[src/rtl/osc_dec.sv]
// osc_dec: decimating / boxcar-averaging stage for the oscilloscope stream.
// Accepts one signed sample per input transfer and emits one sample for every
// N = cfg_dec+1 accepted inputs. The emitted sample is either the last sample
// of the block (plain decimation) or the block sum, arithmetically shifted
// right by cfg_shr and saturated to the output width (average).
// Optional feature macro: OSC_DEC_LAST_EN adds sti_tlast/sto_tlast. With it,
// an input tagged last closes the current (possibly partial) block early.
module osc_dec #(
    parameter int DWI = 16,   // input sample width (signed)
    parameter int DWO = 16,   // output sample width (signed)
    parameter int CW  = 17,   // decimation counter width
    parameter int SHW = 5     // shift-amount width
) (
    input  logic                  clk,
    input  logic                  rst,
    input  logic                  ctl_rst,
    input  logic [CW-1:0]         cfg_dec,
    input  logic                  cfg_avg,
    input  logic [SHW-1:0]        cfg_shr,
    input  logic signed [DWI-1:0] sti_tdata,
    input  logic                  sti_tvalid,
    output logic                  sti_tready,
`ifdef OSC_DEC_LAST_EN
    input  logic                  sti_tlast,
    output logic                  sto_tlast,
`endif
    output logic signed [DWO-1:0] sto_tdata,
    output logic                  sto_tvalid,
    input  logic                  sto_tready
);

    // Accumulator is wide enough to hold 2**CW full-scale samples without
    // overflow, so only the final saturation can clip.
    localparam int AW = DWI + CW;

    localparam logic signed [DWO-1:0] OUT_MAX = {1'b0, {(DWO-1){1'b1}}};
    localparam logic signed [DWO-1:0] OUT_MIN = {1'b1, {(DWO-1){1'b0}}};

    // ------------------------------------------------------------------
    // State
    // ------------------------------------------------------------------
    logic [CW-1:0]         cnt_reg;
    logic [CW-1:0]         cnt_next;
    logic signed [AW-1:0]  acc_reg;
    logic signed [AW-1:0]  acc_next;
    logic signed [DWO-1:0] tdata_reg;
    logic signed [DWO-1:0] tdata_next;
    logic                  tvalid_reg;
    logic                  tvalid_next;
    logic                  tlast_reg;
    logic                  tlast_next;

    // ------------------------------------------------------------------
    // Handshake
    // ------------------------------------------------------------------
    logic in_xfer;
    logic out_xfer;
    logic last_in;
    logic terminal;

    // Single output register: accept input whenever it is empty or draining.
    assign sti_tready = !tvalid_reg || sto_tready;
    assign in_xfer    = sti_tvalid && sti_tready;
    assign out_xfer   = tvalid_reg && sto_tready;

`ifdef OSC_DEC_LAST_EN
    assign last_in   = sti_tlast;
    assign sto_tlast = tlast_reg;
`else
    assign last_in   = 1'b0;
`endif

    // >= rather than == so that lowering cfg_dec mid-block closes the block
    // on the next accepted sample instead of wrapping the counter.
    assign terminal = (cnt_reg >= cfg_dec) || last_in;

    // ------------------------------------------------------------------
    // Datapath: sign extension, sum, shift, selection
    // ------------------------------------------------------------------
    logic signed [AW-1:0] x_ext;
    logic signed [AW-1:0] sum;
    logic signed [AW-1:0] shifted;
    logic signed [AW-1:0] sel;
    logic signed [DWO-1:0] sat_data;

    assign x_ext   = {{CW{sti_tdata[DWI-1]}}, sti_tdata};
    assign sum     = acc_reg + x_ext;
    assign shifted = sum >>> cfg_shr;
    assign sel     = cfg_avg ? shifted : x_ext;

    // ------------------------------------------------------------------
    // Saturation of the selected value into the signed output range
    // ------------------------------------------------------------------
    generate
        if (AW >= DWO) begin : g_sat
            // Value fits when every bit from the output sign bit upward
            // agrees with the true sign bit.
            logic [AW-DWO:0] upper;
            logic            sign_diff_any;
            logic [AW-DWO:0] sign_diff;

            assign upper = sel[AW-1:DWO-1];

            for (genvar gi = 0; gi <= AW - DWO; gi++) begin : g_diff
                assign sign_diff[gi] = upper[gi] ^ sel[AW-1];
            end

            assign sign_diff_any = |sign_diff;

            // Clip to the extreme of the true sign when the value overflows.
            always_comb begin
                sat_data = sel[DWO-1:0];
                if (sign_diff_any) begin
                    sat_data = sel[AW-1] ? OUT_MIN : OUT_MAX;
                end
            end
        end else begin : g_ext
            // Output is wider than the accumulator: sign-extend, never clips.
            assign sat_data = {{(DWO-AW){sel[AW-1]}}, sel};
        end
    endgenerate

    // ------------------------------------------------------------------
    // Next-state logic
    // ------------------------------------------------------------------
    // Advance counter/accumulator on each accepted sample and load the
    // output register on a terminal sample; a same-cycle drain and load
    // keeps the output valid with fresh data.
    always_comb begin
        cnt_next    = cnt_reg;
        acc_next    = acc_reg;
        tdata_next  = tdata_reg;
        tvalid_next = tvalid_reg;
        tlast_next  = tlast_reg;

        if (out_xfer) begin
            tvalid_next = 1'b0;
        end

        if (in_xfer) begin
            if (terminal) begin
                cnt_next    = '0;
                acc_next    = '0;
                tdata_next  = sat_data;
                tvalid_next = 1'b1;
                tlast_next  = last_in;
            end else begin
                cnt_next    = cnt_reg + CW'(1);
                acc_next    = sum;
            end
        end
    end

    // Register state; hard reset and the soft clear both flush the block
    // and discard any output still waiting for the consumer.
    always_ff @(posedge clk) begin
        if (rst || ctl_rst) begin
            cnt_reg    <= '0;
            acc_reg    <= '0;
            tdata_reg  <= '0;
            tvalid_reg <= 1'b0;
            tlast_reg  <= 1'b0;
        end else begin
            cnt_reg    <= cnt_next;
            acc_reg    <= acc_next;
            tdata_reg  <= tdata_next;
            tvalid_reg <= tvalid_next;
            tlast_reg  <= tlast_next;
        end
    end

    assign sto_tdata  = tdata_reg;
    assign sto_tvalid = tvalid_reg;

`ifndef OSC_DEC_LAST_EN
    // tlast state is only observable with the last-tag feature enabled.
    logic unused_tlast;
    assign unused_tlast = tlast_reg;
`endif

endmodule

[config.mk]
export PLATFORM = sky130hd
export DESIGN_NAME = osc_dec
export DESIGN_NICKNAME = d
export VERILOG_FILES = /design/src/rtl/osc_dec.sv
export SDC_FILE = /design/constraint.sdc
export NUM_CORES = 1
export LEC_CHECK = 0
export ABC_AREA = 1
export CAP_MARGIN = 10
export CORE_MARGIN = 2
export CORE_UTILIZATION = 61
export DETAILED_ROUTE_END_ITERATION = 16
export PLACE_DENSITY = 0.81
export SLEW_MARGIN = 10
export SYNTH_ARGS = -nofsm -noshare
export SYNTH_HDL_FRONTEND = slang
export SYNTH_SLANG_ARGS = --single-unit
[constraint.sdc]
create_clock -name clk -period 3.9 [get_ports clk]
set_input_delay 0.39 -clock clk [delete_from_list [all_inputs] [get_ports clk]]
set_output_delay 0.39 -clock clk [all_outputs]
set_load 0.005 [all_outputs]
==> impl_metrics.yaml <==
global_route:
  grt_max_degree: 41
  antenna_found_initial: 0
  first_global_vias: 8465
  grt_pass1_wl_um: 39500
  gr-total-overflow: 0
  gr-usage-all-layers: 0.368
cts:
  ctsHoldBuffers: 0
  cts_sinks: 67
  cts-root-buf: "clkbuf_16"
  clk_pin_slew_ns: 0.05
  clk_path_buf_depth: 2
  htree_num_levels: 3
  cts_tree: "built"
  cts_buffers: 9
  clock_latency_ns: 0.35
synth:
  yosysTopAreaCell: "nand2_1"
  yosysSeqAreaShare: 0.173
  synth_area_um2: 7750
  synth_seq_cells: 67
  postSynthCellCount: 1412
  synthTopCellsByCount: "nand2_1 (487), inv_1 (196), nand3_1 (157)"
  synth_area_leaders: "nand2_1 (24%), dfxtp_1 (17%), nand3_1 (10%), inv_1 (9.5%), ha_1 (8.1%)"
  synthFlopType: "dfxtp_1"
  synth_nets: 1507
  synth.most_common_cell: "nand2_1"
  async_flop_share: 0
  ys_warn_count: 0
  synth_top_area_share: 0.236
  post_synth.cell_area_avg_um2: 5.49
  yosysUniqueCellTypes: 44
  synth-edff-count: 0
floorplan:
  die_w_um: 117
  rows: 41
  core_um2: 12500
  initial_utilization: 0.620
  die_area_um2: 13600
  fp.dieH_um: 117
  ios: 62
route:
  antenna_left: 0
  drt-total-wl_um: 26300
  vias: 9694
  wl_met1_um: 11000
  wire_per_inst_um: 15.2
  first_pass_iters: 6
  drtIter0Drc: 1144
  wl_met3_um: 2020
  drc: 0
  highest_layer: "met4"
  wl_met2_um: 12100
  via_per_inst: 5.60
finish:
  fin_util: 0.803
  largest_reg_flops: 33
  design_area_um2: 10100
  syn2layout_area_growth_pct: 29.7
  drive_gt1_frac: 0.186
  layout.cells.non_filler: 1731
  fin_nets: 1652
  n_antenna_cell: 0
setup_path:
  path_max_fanout: 8
  path_buf_inv: 4
  cp.arrival_ns: 4.04
  critPathMaxStageDelay_ns: 0.48
  worstReg2RegStart: "acc_reg[0]"
  startpoint: "sti_tdata[8]"
  required_ns: 4.14
  worstSetupStartpointType: "primary input"
  slowest_stage: "clkdlybuf4s50_1"
  crit_family: "simple AND/OR/NAND/NOR gates"
  crit_type: "primary input to flip-flop"
  cp-end-kind: "flip-flop"
worst_hold_path:
  min_from: "acc_reg[18]"
  hold_path_class: "flip-flop to flip-flop"
sta:
  min_period_over_period: 0.974
  finalCriticalPeriod_ns: 3.80
  final_hold_viol_count: 0
  worst_slew_pin_slew_ns: 0.780
  slew_violations: 0
  final.setup_skew_ns: 0.00759
  max-slew-margin-rel: 0.479
  fin_hold_ws_ns: 0.469
  setup_viol: 0
  fin_tns_setup_ns: 0
  layout_setup_ws_ns: 0.103
  fmax_mhz: 263
power_and_ir_drop:
  cellPowerDensity_nw_per_um2: 252
  irDropWorstVdd_mv: 0.186
  p_leak_nw: 5.23
  finalPower_mw: 2.54
placement:
  dpl-instance-area_um2: 9240
  hpwlAfterDp_um: 19300
  place_congestion: 0.975
  dpl.cell_count: 1709
  place_ws_ns: -0.293
  place.port_buffers: 61
status:
  status: "finished, final reports clean"
flow_run:
  drv_cap: 0
-- tightest hold or removal path, delay by kind of cell (launching register included) --
family | cells | cell delay, ns
AND/OR/NAND/NOR | 1 | 0.06
AO/OA/AOI/OAI | 1 | 0.05
flip-flops | 1 | 0.31
-- final timing paths --
check,end,slack [ns],cells past startpoint
worst max-delay path,sto_tdata[8],0.10,27
worst min-delay path,acc_reg[18],0.47,2
worst max register to register,sto_tdata[8],0.29,27
worst min register to register,acc_reg[18],0.47,2
-- logic make-up (layout without fill, tap and decap cells) --
kind of cell | after synthesis | count (layout) | synth area share
compound gates | 176 | 176 | 0.124
simple gates | 842 | 842 | 0.467
buf+inv | 253 | 400 | 0.126
fa+ha+maj | 51 | 51 | 0.0833
flops | 67 | 67 | 0.173
mux | 3 | 3 | 0.00387
xor+xnor | 20 | 20 | 0.0226
-- layout by cell type, fill, tap and decap left out, drive strengths merged, types with 4 or more instances in the layout --
cell type / netlist / routed
a22oi: 4 / 4
dfxtp: 67 / 67
ha: 50 / 50
nor3: 16 / 16
xor2: 8 / 8
nor3b: 5 / 5
o211ai: 7 / 7
nand2: 507 / 507
clkbuf: 30 / 13
nor2: 132 / 132
a31oi: 5 / 5
nand3: 168 / 168
clkdlybuf4s50: 0 / 58
inv: 205 / 205
xnor2: 12 / 12
nor4: 4 / 4
a211oi: 5 / 5
a21oi: 76 / 76
buf: 18 / 118
o21ai: 68 / 68
-- cell type report --
type | instances | area, µm²
sequential | 67 | 1340
multi-input combinational | 1092 | 5860
clock buffer | 10 | 239
inverter | 205 | 769
clock inverter | 3 | 17.5
timing repair buffer | 182 | 1620
tap | 172 | 215
fill | 985 | 2460
-- routing by layer --
metal  up-vias  global-route usage
met5         -                   0
met4         0               0.153
met3        95              0.0607
met2       416               0.609
met1      4398               0.476
li1       4785                   -
-- power breakdown --
| group | switching [mW] | internal [mW] | total (mW) | leakage (nW) |
|---|---|---|---|---|
| Combinational | 0.637 | 0.430 | 1.07 | 4.56 |
| Clock | 0.325 | 0.434 | 0.759 | 0.126 |
| Sequential | 0.0111 | 0.700 | 0.711 | 0.543 |
-- what timing repair did --
action,in CTS,in global routing
buffers inserted,0,6
resized for setup,0,100
setup endpoints to repair,0,15
Note: power is estimated with default switching activity, not from simulation.
